==> src/rtl/mc_mem_arbiter.sv <==
// mc_mem_arbiter: shares one unified instruction/data memory port between the
// multicycle core (port 0) and a loader/DMA engine (port 1). Accesses are
// serialised through an IDLE/BUSY/DONE FSM with MEM_LAT wait cycles each.
// Build option: define MC_ARB_RR_EN for round-robin tie-breaking; otherwise
// port 0 has fixed priority.
module mc_mem_arbiter #(
    parameter int AW      = 32,
    parameter int DW      = 32,
    parameter int MEM_LAT = 1
) (
    input  logic          clk,
    input  logic          reset,
    input  logic          req0,
    input  logic          we0,
    input  logic [AW-1:0] addr0,
    input  logic [DW-1:0] wdata0,
    output logic          ack0,
    output logic [DW-1:0] rdata0,
    input  logic          req1,
    input  logic          we1,
    input  logic [AW-1:0] addr1,
    input  logic [DW-1:0] wdata1,
    output logic          ack1,
    output logic [DW-1:0] rdata1,
    output logic [AW-1:0] mem_adr,
    output logic [DW-1:0] mem_wd,
    output logic          mem_we,
    input  logic [DW-1:0] mem_rd,
    output logic          busy,
    output logic          gnt_id
);

    typedef enum logic [1:0] {S_IDLE, S_BUSY, S_DONE} state_t;

    state_t        state_q, state_d;
    logic [3:0]    cnt_q, cnt_d;
    logic [AW-1:0] adr_q, adr_d;
    logic [DW-1:0] wd_q, wd_d;
    logic          acc_we_q, acc_we_d;   // current access is a write
    logic          mem_we_q, mem_we_d;   // write strobe, first BUSY cycle only
    logic          gnt_q, gnt_d;
    logic          ack0_q, ack0_d, ack1_q, ack1_d;
    logic [DW-1:0] rd0_q, rd0_d, rd1_q, rd1_d;
    logic          winner;

`ifdef MC_ARB_RR_EN
    logic rr_q, rr_d;

    // Round-robin: on a tie the port that did not win last time is chosen
    always_comb begin
        winner = req1;
        if (req0 && req1) winner = ~rr_q;
    end
`else
    // Fixed priority: the core wins whenever it is requesting
    always_comb begin
        winner = ~req0;
    end
`endif

    // Next-state and output logic for the access FSM
    always_comb begin
        state_d  = state_q;
        cnt_d    = cnt_q;
        adr_d    = adr_q;
        wd_d     = wd_q;
        acc_we_d = acc_we_q;
        mem_we_d = 1'b0;
        gnt_d    = gnt_q;
        ack0_d   = 1'b0;
        ack1_d   = 1'b0;
        rd0_d    = rd0_q;
        rd1_d    = rd1_q;
`ifdef MC_ARB_RR_EN
        rr_d     = rr_q;
`endif
        case (state_q)
            S_IDLE: begin
                if (req0 || req1) begin
                    adr_d    = winner ? addr1  : addr0;
                    wd_d     = winner ? wdata1 : wdata0;
                    acc_we_d = winner ? we1    : we0;
                    mem_we_d = winner ? we1    : we0;
                    gnt_d    = winner;
                    cnt_d    = 4'(MEM_LAT);
                    state_d  = S_BUSY;
`ifdef MC_ARB_RR_EN
                    rr_d     = winner;
`endif
                end
            end
            S_BUSY: begin
                if (cnt_q != 4'd0) begin
                    cnt_d = cnt_q - 4'd1;
                end else begin
                    // Last BUSY cycle: memory data is valid now
                    if (!acc_we_q) begin
                        if (gnt_q) rd1_d = mem_rd;
                        else       rd0_d = mem_rd;
                    end
                    ack0_d  = ~gnt_q;
                    ack1_d  = gnt_q;
                    state_d = S_DONE;
                end
            end
            S_DONE: begin
                state_d = S_IDLE;
            end
            default: begin
                state_d = S_IDLE;
            end
        endcase
    end

    // State register with synchronous active-high reset; drops any in-flight access
    always_ff @(posedge clk) begin
        if (reset) begin
            state_q  <= S_IDLE;
            cnt_q    <= 4'd0;
            adr_q    <= '0;
            wd_q     <= '0;
            acc_we_q <= 1'b0;
            mem_we_q <= 1'b0;
            gnt_q    <= 1'b0;
            ack0_q   <= 1'b0;
            ack1_q   <= 1'b0;
            rd0_q    <= '0;
            rd1_q    <= '0;
`ifdef MC_ARB_RR_EN
            rr_q     <= 1'b0;
`endif
        end else begin
            state_q  <= state_d;
            cnt_q    <= cnt_d;
            adr_q    <= adr_d;
            wd_q     <= wd_d;
            acc_we_q <= acc_we_d;
            mem_we_q <= mem_we_d;
            gnt_q    <= gnt_d;
            ack0_q   <= ack0_d;
            ack1_q   <= ack1_d;
            rd0_q    <= rd0_d;
            rd1_q    <= rd1_d;
`ifdef MC_ARB_RR_EN
            rr_q     <= rr_d;
`endif
        end
    end

    assign ack0    = ack0_q;
    assign ack1    = ack1_q;
    assign rdata0  = rd0_q;
    assign rdata1  = rd1_q;
    assign mem_adr = adr_q;
    assign mem_wd  = wd_q;
    assign mem_we  = mem_we_q;
    assign busy    = (state_q != S_IDLE);
    assign gnt_id  = gnt_q;

endmodule

==> config.mk <==
export PLATFORM = sky130hd
export DESIGN_NAME = mc_mem_arbiter
export DESIGN_NICKNAME = d
export VERILOG_FILES = /design/src/rtl/mc_mem_arbiter.sv
export SDC_FILE = /design/constraint.sdc
export NUM_CORES = 1
export LEC_CHECK = 0
export ABC_CLOCK_PERIOD_IN_PS = 3950
export BUFFER_PORTS_ARGS = -buffer_cell sky130_fd_sc_hd__buf_2
export CORE_AREA = 2 2 116 118
export CTS_CLUSTER_DIAMETER = 60
export CTS_CLUSTER_SIZE = 20
export DETAILED_ROUTE_END_ITERATION = 8
export DIE_AREA = 0 0 118 120
export PLACE_DENSITY = 0.81
export SLEW_MARGIN = 10
export SYNTH_ARGS = -nofsm -noshare
export SYNTH_HDL_FRONTEND = slang
export SYNTH_SLANG_ARGS = --single-unit
==> constraint.sdc <==
create_clock -name clk -period 3.95 [get_ports clk]
set_input_delay 0.1975 -clock clk [delete_from_list [all_inputs] [get_ports clk]]
set_output_delay 0.1975 -clock clk [all_outputs]
set_load 0.02 [all_outputs]
Yosys cells after proc, flatten, opt, wreduce, memory -nomap -nowiden

Index checks and enable logic that the tools add are counted.

Reductions and logical operators: 12
Muxes and demuxes: 9
Bitwise logic cells: 7
$add $sub $neg: 1
Equal/unequal tests: 4

Operators with widths:

| kind                  | number |
|---|---|
| $mux W32              | 2 |
| $mux W4               | 2 |
| $pmux W4 S2           | 1 |
| $reduce_and A4 Y1     | 2 |
| $not A1 Y1            | 7 |
| $ne A2 B2 Y1 const B  | 3 |
| $reduce_or A3 Y1      | 2 |
| $mux W2               | 2 |
| $pmux W2 S2           | 1 |
| $reduce_and A2 Y1     | 2 |
| $reduce_bool A2 Y1    | 2 |
| $reduce_bool A4 Y1    | 1 |
| $sub A4 B1 Y4 const B | 1 |
| $reduce_and A3 Y1     | 1 |
| $eq A2 B1 Y1 const B  | 1 |
| $logic_not A2 Y1      | 1 |
| $logic_or A1 B1 Y1    | 1 |
| $mux W1               | 1 |

Register bits after elaboration: 139
Word-level logic and storage cells: 44
Output and inout bits: 133
Bits of input ports: 166

Logic depth before layout (Yosys ltp)

Depth after elaboration: 3
Depth in mapped cells: 8
Depth with buffers taken out: 5

Least setup slack after synthesis

Ideal clock, no wire load.

Path type: register to register
Start point: register state_q[1]
End point: register rd1_q[10] (netlist: rdata1[10])
Buffers on the path: 2
Required time: 3830 ps
Data arrival time: 1595 ps
Setup time: 120 ps
Cell stages (with the launch flop): 6
Slack: 2235 ps
Cell sequence: dfxtp_1 -> or3b_1 -> or4b_1 -> buf_2 -> buf_6 -> mux2i_1

Longest elaborated chain between the ends: 2

RTL lines:

| element                     | RTL line | text |
|---|---|---|
| start: declaration          | 35       | `state_t state_q, state_d;` |
| start signal: assignment    | 133      | `state_q <= state_d;` |
| $eq A2 B1 Y1                | 77       | `case (state_q)` |
| $reduce_and A4 Y1 (no line) | n/a      |  |
| end signal: assignment      | 143      | `rd1_q <= rd1_d;` |
| end: declaration            | 43       | `logic [DW-1:0] rd0_q, rd0_d, rd1_q, rd1_d;` |

Every way passes these cells.
A chain may end at the register's enable or synchronous reset.

Final worst setup path

Start point: register state_q[0]
End point: register rd1_q[16] (netlist: rdata1[16])

The elaborated chain is that of the path after synthesis.

==> results_dict.tcl <==
set metrics [dict create \
    run_status "completed" \
    cts_tree "yes" \
    cp-end-kind "flip-flop" \
    rows 42 \
    htreeDepth 4 \
    total_power_mw 3.99 \
    p_clk_share_pct 38.6 \
    startpoint_type "flip-flop" \
    comb_power_share_pct 21.0 \
    drive_above_1_share_pct 39.5 \
    synth_seq_cells 139 \
    dr.max_layer_used "met4" \
    worst-path-max-fanout 32 \
    drt-met1-wl_mm 6.83 \
    io_pins 299 \
    final_cells 1042 \
    slew_headroom_pct 23.9 \
    avgSynthCellArea_um2 10.2 \
    synth_top_area_share_pct 46.5 \
    cts_buffer_depth 2 \
    holdWs_ns 0.0729 \
    grt_pass1_vias 5088 \
    synth.yosys.seq_area_share_pct 46.5 \
    min_from "mem_rd[25]" \
    pre_cts_slack_ns 1.57 \
    final_antenna_net_count 0 \
    met2_length_mm 7.59 \
    yosys_warnings 0 \
    p_int_mw 2.82 \
    routed_wl_mm 15.9 \
    peakVddDrop_v 0.000239 \
    dr.pass1.iters 4 \
    drv_cap 0 \
    place_inst 1011 \
    insertion_delay_ns 0.41 \
    start_util_pct 46.1 \
    grt_usage_pct 22.4 \
    hold_buffers 0 \
    vias 5311 \
    cts.repair.resized 0 \
    stdcell_area_um2 8100 \
    worstPathRequired_ns 4.19 \
    initialDrtViolationCount 283 \
    worst_slew_pin_slew_ns 1.14 \
    grt-ovfl-total 0 \
    min_period_over_period_pct 60.7 \
    drc_errors 0 \
    grt_pass1_wl_mm 25.4 \
    p_per_area_nw_per_um2 493 \
    dieHeight_um 120 \
    setup_tns_ns 0 \
    cts.sinks 139 \
    final-setup-viol-count 0 \
    place.gp.congestion 0.769 \
    reg2reg_slack_ns 1.55 \
    dpl.hpwl_mm 11.2 \
    viasPerCell 5.10 \
    leakage_nw 4.00 \
    io_buffers 298 \
    synth.distinct_cells 30 \
    area_growth_pct 35.2 \
    grt_max_degree 140 \
    period_minus_slack_ns 2.40 \
    die_w_um 118 \
    synth.area.top_cells "dfxtp_1, mux2i_1, nand2b_1, a211oi_1, a21oi_1" \
    cp-startpoint "state_q[0]$_SDFFE_PP0P_" \
    fin_ws_ns 1.55 \
    cts_root_buffer "clkbuf_16" \
    fill_cells 1108 \
    nets 1022 \
    routed-wl-met3_mm 1.18 \
    p_sw_share_pct 29.2 \
    synthCells 588 \
    final-max-slew-violation-count 0 \
    fin_util_pct 62.4 \
    synth_largest_area_cell "dfxtp_1" \
    r2r_start "state_q[0]$_SDFFE_PP0P_" \
    die-area_um2 14200 \
    critical_path_class "flip-flop to flip-flop" \
    skew_ns 0.00411 \
    dpl_cell_area_um2 7520 \
    fmax_mhz 417 \
    p_sw_mw 1.17 \
    core_area_um2 13000 \
    rsz0062_at_grt "false" \
    arrival_ns 2.64 \
    clk_pin_slew_ns 0.06 \
    diodes 0 \
    synth.net_count 756 \
    antenna_found_initial 0 \
    finalHoldViolCount 0 \
    numCtsBuffers 17 \
    hold_path.class "input pin to flip-flop" \
    detail_route.wl_per_cell_um 15.3 \
    post-cts-setup-buffers 0 \
    p_seq_share_pct 40.4 \
    synth_area_um2 5990 \
]
final cells by class:
type                    instances  area [um^2]  area share (%)
clock inverters                11          120            1.48
repair buffers                304         1540            19.0
inverters                       3         11.3           0.139
multi-input cells             389         2970            36.6
well taps                     176          220            2.72
clock buffers                  20          457            5.64
flip-flops and latches        139         2780            34.4
power by group through the flow:
stage / clock network [mW] / logic, mW / registers, mW
CTS: 1.58 / 0.846 / 1.61
floorplan: 0 / 0.388 / 1.79
finish: 1.54 / 0.838 / 1.61
global placement: 0 / 0.834 / 1.63
detailed placement: 0 / 0.844 / 1.64
global route: 1.65 / 0.915 / 1.63
sequential cells by signal, summed over array words and instances, names as in the netlist, 2 cells and up:
name and flops:
rdata0 32, cnt_q 4, mem_adr 32, rdata1 32, mem_wd 32, state_q 2
cell usage in the layout (no fill, tap or decap), types with 2 or more instances in the layout:
| cell type | instances |
|---|---|
| buf_4 | 8 |
| ha_1 | 2 |
| clkbuf_16 | 17 |
| buf_2 | 296 |
| nor2_1 | 2 |
| clkinv_2 | 4 |
| nand2b_1 | 98 |
| nor3b_1 | 2 |
| mux2i_1 | 129 |
| nor3_1 | 2 |
| dfxtp_1 | 139 |
| nand2_1 | 2 |
| inv_1 | 3 |
| clkbuf_8 | 2 |
| a211oi_1 | 68 |
| a21oi_1 | 68 |
| bufinv_16 | 2 |
| clkinvlp_4 | 3 |
synth_stat cells:
cell type and n:
or2_1 1, and2_1 1, o31ai_1 1, a211oi_1 68, a31o_2 1, or3b_1 1
inv_1 3, nand4_1 1, nor2_1 3, mux2i_1 129, a21oi_1 68, a31oi_1 1
nor3b_1 2, ha_1 2, a221o_1 1, nor4_2 1, a21bo_2 1, nor2b_1 1
nand3b_1 1, clkbuf_1 37, buf_6 3, buf_2 8, buf_1 9, or3b_2 1
or4b_1 1, dfxtp_1 139, nand2b_1 98, nand4b_1 1, nor3_1 2, nand2_1 2
routing by layer:
| layer | vias to the layer above | GRT usage [%] |
|---|---|---|
| li1 | 2638 | - |
| met1 | 2424 | 26.9 |
| met2 | 222 | 37.2 |
| met3 | 27 | 7.51 |
| met4 | 0 | 8.66 |
| met5 | - | 0 |
kinds of logic (layout without fill, tap and decap cells):
kind of cell / after synthesis / in the layout / share of synthesized area [%]
buffers and inverters: 60 / 338 / 4.30
muxes: 129 / 129 / 21.6
and+or+nand+nor: 117 / 117 / 12.3
DFF: 139 / 139 / 46.5
AOI/OAI and AO/OA: 141 / 141 / 14.9
adders and majority gates: 2 / 2 / 0.418
worst paths after layout:
path,end,cells after the start
min,rdata1[25]$_SDFFE_PP0P_,3
max,rdata1[16]$_SDFFE_PP0P_,3
min reg2reg,rdata0[2]$_SDFFE_PP0P_,2
max reg2reg,rdata1[16]$_SDFFE_PP0P_,3
critical path: stages (launching register included):
cell and delay, ns:
dfxtp_1 0.39, or3b_1 0.44, or4b_2 1.14, mux2i_1 0.25
No activity file was read; power rests on OpenSTA's default activity.
